--- src/rtl/getir_birimi.sv ---
// RV32 instruction fetch stage: fetch PC, single-outstanding memory handshake,
// one-entry skid buffer and the gtr_* output register toward decode.
module getir_birimi #(
    parameter logic [31:0] BASLANGIC_PS = 32'h4000_0000,
    parameter logic [31:0] NOP_BUYRUK   = 32'h0000_0013
) (
    input  logic        clk_i,
    input  logic        rst_i,
    output logic        bellek_istek_o,
    output logic [31:0] bellek_adres_o,
    input  logic        bellek_istek_hazir_i,
    input  logic        bellek_yanit_gecerli_i,
    input  logic [31:0] bellek_buyruk_i,
    input  logic        yrt_atlama_gecerli_i,
    input  logic [30:0] yrt_atlama_ps_i,
    input  logic        ddb_durdur_i,
    input  logic        ddb_bosalt_i,
    output logic [31:0] coz_buyruk_o,
    output logic [30:0] coz_ps_o,
    output logic [30:0] coz_ps_artmis_o,
    output logic        coz_gecerli_o
);
    typedef enum logic [1:0] {ISTEK, BEKLE, AT} durum_t;

    localparam logic [30:0] PS_ILK = BASLANGIC_PS[31:1];

    durum_t      durum, durum_sonraki;
    logic [30:0] ps_r;
    logic [30:0] ps_istek;
    logic        skid_dolu;
    logic [31:0] skid_buyruk;
    logic [30:0] skid_ps;
    logic        el_sikisma;
    logic        yanit_al;
    logic        atla;

    assign atla            = yrt_atlama_gecerli_i;
    // No new request while the skid buffer holds an undelivered word.
    assign bellek_istek_o  = (durum == ISTEK) && !skid_dolu && !rst_i;
    assign bellek_adres_o  = {ps_r[30:1], 2'b00};
    assign el_sikisma      = bellek_istek_o && bellek_istek_hazir_i;
    assign yanit_al        = (durum == BEKLE) && bellek_yanit_gecerli_i;
    assign coz_ps_artmis_o = coz_ps_o + 31'd2;

    always_comb begin
        durum_sonraki = durum;
        case (durum)
            ISTEK: begin
                if (el_sikisma)
                    durum_sonraki = atla ? AT : BEKLE;
            end
            BEKLE: begin
                if (bellek_yanit_gecerli_i)
                    durum_sonraki = ISTEK;
                else if (atla)
                    durum_sonraki = AT;
            end
            AT: begin
                // The in-flight word is dropped; a redirect here keeps discarding until it lands.
                if (bellek_yanit_gecerli_i)
                    durum_sonraki = ISTEK;
            end
            default: durum_sonraki = ISTEK;
        endcase
    end

    always_ff @(posedge clk_i) begin
        if (rst_i) begin
            durum    <= ISTEK;
            ps_r     <= PS_ILK;
            ps_istek <= PS_ILK;
        end else begin
            durum <= durum_sonraki;
            if (atla)
                ps_r <= yrt_atlama_ps_i & ~31'd1;
            else if (el_sikisma)
                ps_r <= ps_r + 31'd2;
            if (el_sikisma)
                ps_istek <= ps_r;
        end
    end

    always_ff @(posedge clk_i) begin
        if (rst_i) begin
            skid_dolu     <= 1'b0;
            skid_buyruk   <= NOP_BUYRUK;
            skid_ps       <= PS_ILK;
            coz_buyruk_o  <= NOP_BUYRUK;
            coz_ps_o      <= PS_ILK;
            coz_gecerli_o <= 1'b0;
        end else if (atla) begin
            skid_dolu     <= 1'b0;
            coz_buyruk_o  <= NOP_BUYRUK;
            coz_gecerli_o <= 1'b0;
        end else if (ddb_durdur_i || ddb_bosalt_i) begin
            // Stall and flush both park an arriving word; only flush bubbles the output.
            if (yanit_al) begin
                skid_dolu   <= 1'b1;
                skid_buyruk <= bellek_buyruk_i;
                skid_ps     <= ps_istek;
            end
            if (!ddb_durdur_i) begin
                coz_buyruk_o  <= NOP_BUYRUK;
                coz_gecerli_o <= 1'b0;
            end
        end else if (skid_dolu) begin
            skid_dolu     <= 1'b0;
            coz_buyruk_o  <= skid_buyruk;
            coz_ps_o      <= skid_ps;
            coz_gecerli_o <= 1'b1;
        end else if (yanit_al) begin
            coz_buyruk_o  <= bellek_buyruk_i;
            coz_ps_o      <= ps_istek;
            coz_gecerli_o <= 1'b1;
        end else begin
            coz_buyruk_o  <= NOP_BUYRUK;
            coz_gecerli_o <= 1'b0;
        end
    end
endmodule

--- config.mk ---
export PLATFORM = sky130hd
export DESIGN_NAME = getir_birimi
export DESIGN_NICKNAME = d
export VERILOG_FILES = /design/src/rtl/getir_birimi.sv
export SDC_FILE = /design/constraint.sdc
export NUM_CORES = 1
export LEC_CHECK = 0
export BUFFER_PORTS_ARGS = -buffer_cell sky130_fd_sc_hd__buf_2
export CAP_MARGIN = 10
export CELL_PAD_IN_SITES_DETAIL_PLACEMENT = 0
export CELL_PAD_IN_SITES_GLOBAL_PLACEMENT = 2
export CORE_ASPECT_RATIO = 1.1
export CORE_MARGIN = 2
export CORE_UTILIZATION = 30
export CTS_CLUSTER_SIZE = 14
export DETAILED_ROUTE_END_ITERATION = 8
export PLACE_DENSITY_LB_ADDON = 0.1
export SLEW_MARGIN = 0
export SYNTH_ARGS = -nofsm -noshare
export SYNTH_HDL_FRONTEND = slang
export SYNTH_SLANG_ARGS = --single-unit
--- constraint.sdc ---
create_clock -name clk_i -period 3.2 [get_ports clk_i]
set_input_delay 0 -clock clk_i [delete_from_list [all_inputs] [get_ports clk_i]]
set_output_delay 0 -clock clk_i [all_outputs]
set_load 0.01 [all_outputs]
# == After elaboration in Yosys (flattened, before gate mapping) ==
# Index checks and enable logic that the tools add are counted.
# totals
output_inout_bits,128
inputBits,70
register_bits,192
word_cells,53
# op_classes
bitwise_logic,2
eq_ne,6
reduce_logical,15
add_sub_neg,2
mux,18
# ops
operator,count
32-bit two-way mux,4
31-bit two-way mux,4
31-bit by 2-bit adder with 31-bit output (second input constant),2
2-bit two-way mux,5
3-bit AND reduction,3
2-bit inequality test (second input constant),3
2-bit one-hot mux with 3 select lines,1
1-bit logical AND,4
1-bit two-way mux,4
2-bit nonzero test,2
3-bit inequality test (second input constant),1
3-bit OR reduction,1
2-bit by 1-bit equality test with 1-bit output (second input constant),1
2-bit equality test (second input constant),1
1-bit zero test,2
2-bit zero test,1
1-bit inverter,2
2-bit OR reduction,1
1-bit logical OR,1

# == Depth between registers and ports, before layout ==
# depth
ltp_word,6
mapped_depth,7

# == Worst setup path after synthesis ==
# OpenSTA, ideal clock, no wires.
# synth_timing
path_type,register -> register
startpoint,register durum[1]
endpoint,register ps_r[27]
setup_time_ns,0.131
path_buffers,2
arrival_time_ns,1.862
slack_ns,1.207
period_less_slack_ns,1.993
t_required_ns,3.069
path_stages_with_launch,8
cell_sequence,dfxtp_1 > buf_4 > nor4_4 > nand4_2 > buf_2 > nor4b_1 > mux2i_1 > o21ai_0
# synth_via
elab_chain_cells,5
# synth_rtl
item,line_no,source
"start, declared",27,"durum_t durum, durum_sonraki;"
"start signal, assigned",73,durum <= durum_sonraki;
2-bit zero test,39,assign bellek_istek_o = (durum == ISTEK) && !skid_dolu && !rst_i;
1-bit logical AND (2 in series),39,
net bellek_istek_o,9,"output logic bellek_istek_o,"
1-bit logical AND,41,assign el_sikisma = bellek_istek_o && bellek_istek_hazir_i;
2-bit nonzero test (no line),n/a,
"end signal, assigned",75,ps_r <= yrt_atlama_ps_i & ~31'd1;
"end signal, assigned",77,ps_r <= ps_r + 31'd2;
"end, declared",28,logic [30:0] ps_r;
# The timed path passes the listed nets, and every way through them passes these cells.
# A chain may end at the register's enable or synchronous reset.

# == Worst setup path after layout ==
# layout_timing
startpoint,register coz_ps_o[15]
endpoint,output port coz_ps_artmis_o[27]
# layout_via
elab_chain_cells,1
# layout_rtl
item,line_no,source
"start, declared",19,"output logic [30:0] coz_ps_o,"
"start signal, assigned",109,coz_ps_o <= skid_ps;
"start signal, assigned",113,coz_ps_o <= ps_istek;
31-bit by 2-bit adder with 31-bit output,43,assign coz_ps_artmis_o = coz_ps_o + 31'd2;
"end, declared",20,"output logic [30:0] coz_ps_artmis_o,"
# Every way passes these cells.

==> impl_metrics.prom <==
# TYPE chip_impl_metric gauge
chip_impl_info{name="outcome",value="completed"} 1
chip_impl_metric{name="largest_net_degree_at_the_start_of_global_routing",unit=""} 83
chip_impl_metric{name="cts_made_buffers",unit=""} 17
chip_impl_metric{name="fin_ws",unit="ps"} 646
chip_impl_metric{name="max_cap_violations",unit=""} 0
chip_impl_metric{name="route.vias.total",unit=""} 7717
chip_impl_metric{name="p_switching",unit="W"} 0.00129
chip_impl_info{name="synth_top_cells_by_area",value="dfxtp_1, nand2_1, a21oi_1"} 1
chip_impl_info{name="cpMaxStageDelayCell",value="or4b_2"} 1
chip_impl_metric{name="cpPeakStageDelay",unit="ps"} 670
chip_impl_metric{name="internal-power",unit="W"} 0.00373
chip_impl_metric{name="async_set_or_reset_flop_fraction_in_the_synthesized_netlist",unit="%"} 0
chip_impl_metric{name="grt_first_pass_wirelength",unit="mm"} 40.0
chip_impl_metric{name="pwr-share-clk",unit="%"} 43.4
chip_impl_metric{name="worst-endpoint-arrival",unit="ps"} 2550
chip_impl_metric{name="vdd_ir_drop_max",unit="uV"} 339
chip_impl_info{name="hold_path_class",value="primary input to flip-flop"} 1
chip_impl_info{name="yosys.cell_count.top_type",value="nand2_1"} 1
chip_impl_metric{name="final_core_util",unit="%"} 39.3
chip_impl_metric{name="totalNegativeSetupSlack",unit="ps"} 0
chip_impl_metric{name="max_slew_margin",unit="%"} 31.9
chip_impl_metric{name="cts-root-to-sink-buffers",unit=""} 2
chip_impl_metric{name="ys_ff_latch",unit=""} 188
chip_impl_metric{name="initial_utilization",unit="%"} 30.2
chip_impl_metric{name="grtUsageTotal",unit="%"} 17.5
chip_impl_metric{name="yosysSeqAreaShare",unit="%"} 45.1
chip_impl_info{name="postSynth.topFlopCell",value="dfxtp_1"} 1
chip_impl_info{name="critPathLaunchType",value="flip-flop"} 1
chip_impl_info{name="synth_area_leader_cell",value="dfxtp_1"} 1
chip_impl_metric{name="path_max_fanout",unit=""} 7
chip_impl_metric{name="core_area",unit="um^2"} 27600
chip_impl_metric{name="detailedPlace.worstSlack",unit="ps"} 858
chip_impl_metric{name="die_height",unit="um"} 179
chip_impl_metric{name="clock_sinks",unit=""} 188
chip_impl_metric{name="num-fill-cells",unit=""} 2932
chip_impl_metric{name="synthDominantCellAreaShare",unit="%"} 45.1
chip_impl_info{name="rsz0062_at_grt",value="no"} 1
chip_impl_info{name="synth.top_cells.by_count",value="nand2_1, dfxtp_1, a21oi_1, nor2_1, clkbuf_1"} 1
chip_impl_metric{name="post_drt_wl_per_cell",unit="um"} 15.8
chip_impl_metric{name="finalPower",unit="W"} 0.00502
chip_impl_metric{name="final_hold_viol_count",unit=""} 0
chip_impl_metric{name="clkTransAtPathRegs",unit="ps"} 70
chip_impl_metric{name="synth.avg_cell_area",unit="um^2"} 8.06
chip_impl_metric{name="seq_power_share",unit="%"} 48.8
chip_impl_metric{name="finalWorstPathRequiredPeriod",unit="ps"} 2550
chip_impl_metric{name="place.detailed.hpwl",unit="mm"} 17.1
chip_impl_metric{name="num_rows",unit=""} 64
chip_impl_metric{name="synth_warnings",unit=""} 0
chip_impl_metric{name="final_max_slew_viol_count",unit=""} 0
chip_impl_info{name="path_cells",value="nand4_1 > or4b_2 > or2_2 > nor2_1 > xor2_1 > buf_2"} 1
chip_impl_metric{name="power_per_cell_area",unit="nW/um^2"} 461
chip_impl_metric{name="buffer_ports.inserted",unit=""} 192
chip_impl_metric{name="finalClockSkew",unit="ps"} 12.2
chip_impl_metric{name="pwr-share-comb",unit="%"} 7.8
chip_impl_metric{name="count_of_flip_flops_with_a_built_in_enable_after_synthesis",unit=""} 0
chip_impl_metric{name="synth_cell_type_count",unit=""} 47
chip_impl_metric{name="design.die.area",unit="um^2"} 29200
chip_impl_metric{name="globalplace.congestion",unit=""} 0.767
chip_impl_metric{name="i_o_pin_count",unit=""} 198
chip_impl_metric{name="cts_repair_resize_count",unit=""} 0
chip_impl_metric{name="die_width",unit="um"} 163
chip_impl_metric{name="power_leakage",unit="nW"} 4.05
chip_impl_metric{name="grt_overflow_total",unit=""} 0
chip_impl_info{name="worstSetupEndpointType",value="output port"} 1
chip_impl_metric{name="setup_viol",unit=""} 0
chip_impl_metric{name="achievable-frequency",unit="MHz"} 392
chip_impl_metric{name="fraction_of_final_layout_cells_with_drive_strength_greater_than_1",unit="%"} 20.6
chip_impl_metric{name="worstMarginPinSlew",unit="ps"} 1020
chip_impl_metric{name="via_count_of_the_first_global_routing_pass",unit=""} 7149
chip_impl_metric{name="finalHoldWorstSlack",unit="ps"} 35.1
chip_impl_metric{name="post-route-period-util",unit="%"} 79.8
chip_impl_metric{name="route.antenna.remaining_nets",unit=""} 0
chip_impl_metric{name="drt-total-wl",unit="mm"} 25.7
chip_impl_metric{name="detailedRoute.firstIterationViolations",unit=""} 316
chip_impl_metric{name="timing.critical_path.required",unit="ps"} 3200
chip_impl_metric{name="area.growth.synth_to_final",unit="%"} 30.2
chip_impl_metric{name="final_nets",unit=""} 1324
chip_impl_info{name="clock-root-buffer",value="clkbuf_16"} 1
chip_impl_metric{name="cts-htree-levels",unit=""} 4
chip_impl_metric{name="drcViolationCount",unit=""} 0
chip_impl_metric{name="number_of_detailed_route_iterations_in_the_first_pass",unit=""} 4
chip_impl_metric{name="antenna_found_initial",unit=""} 3
chip_impl_metric{name="sw_frac_of_total",unit="%"} 25.7
chip_impl_metric{name="avgViaCountPerCell",unit=""} 4.73
chip_impl_metric{name="synthesized_area",unit="um^2"} 8350
chip_impl_info{name="cts_tree",value="done"} 1
chip_impl_info{name="worst-setup-path-type",value="flip-flop to output port"} 1
chip_impl_metric{name="post_synthesis_cell_count",unit=""} 1036
chip_impl_metric{name="clkLatencyLatePin",unit="ps"} 440
## cell type report
class / instances / area [um^2] / area share [%]
multi-input cells: 760 / 4250 / 39.1
flip-flops and latches: 188 / 3770 / 34.7
repair buffers: 274 / 1760 / 16.2
well taps: 363 / 454 / 4.18
clock buffers: 18 / 429 / 3.95
clock inverters: 14 / 161 / 1.48
inverters: 11 / 41.3 / 0.380
diodes: 2 / 5.00 / 0.0460
## state kept, by name, summed over array words and instances (netlist names)
register,count
coz_buyruk_o,32
skid_buyruk,32
coz_ps_o,30
coz_gecerli_o,1
durum,2
ps_r,30
skid_dolu,1
ps_istek,30
skid_ps,30
## layer usage
metal	vias up	wire, um	part of all wire [%]	global-route usage, %
met3	27	1230	4.8	3.79
met5	-	13	0.051	0
met2	167	12000	47	29.3
li1	3984	-	-	-
met4	2	346	1.3	4.87
met1	3537	12200	47	22.9
## per-stage QoR
step | cells | area, um^2
floorplan | 1039 | 8360
global placement | 1533 | 9640
detailed placement | 1533 | 9640
CTS | 1628 | 10900
global route | 1630 | 10900
finish | 1630 | 10900
## power groups by stage
stage | Combinational, W | Clock [W] | Sequential (W)
6_report | 0.000391 | 0.00218 | 0.00245
5_1_grt | 0.000433 | 0.00236 | 0.00246
4_1_cts | 0.000400 | 0.00227 | 0.00245
3_5_place_dp | 0.000339 | 0 | 0.00250
3_3_place_gp | 0.000338 | 0 | 0.00250
2_1_floorplan | 0.000186 | 0 | 0.00249
## critical path: cells and delay by family, from the launching register on
| kind | cells | cell delay [ps] |
|---|---|---|
| xor gates and xnor gates | 1 | 140 |
| buffers and inverters | 1 | 140 |
| DFF | 1 | 440 |
| and+or+nand+nor | 4 | 1380 |
## cells by family after synthesis
logic type | share of synthesized area (%)
DFF | 45.1
muxes | 6.06
AOI/OAI and AO/OA | 15.4
xor gates and xnor gates | 5.04
buffers and inverters | 4.47
other | 0.0449
and+or+nand+nor | 23.7
adders and majority gates | 0.300
## cells in the final DEF, fill, tap and decap left out, types with 7 or more instances in the layout
cell type / n
xnor2_1: 38
buf_2: 191
o21ai_0: 8
nand4_1: 15
clkbuf_16: 17
a22o_1: 13
mux2i_1: 46
buf_4: 18
inv_1: 11
a211oi_1: 37
and4_1: 7
and3_1: 11
nor2_1: 104
dfxtp_1: 187
and2_1: 7
dlygate4sd3_1: 63
nand2_1: 224
a21oi_1: 117
o22ai_1: 9
xor2_1: 10
a22oi_1: 14
nand3_1: 20
nor3_1: 18
## final timing paths
kind	start	to	slack [ps]	depth (start not counted)
worst min register to register	skid_ps[20]	skid_ps[20]	450	2
worst max register to register	skid_dolu	ps_r[21]	870	7
worst max-delay path	coz_ps_o[15]	coz_ps_artmis_o[27]	650	6
worst min-delay path	bellek_istek_hazir_i	durum[0]	40	3
## what timing repair did
action | CTS | global route
hold endpoints to repair | 95 | 0
buffers inserted | 0 | 0
hold buffers | 63 | 0
endpoints found under the setup margin | 0 | 0
Power figures use the tool's default switching activity.
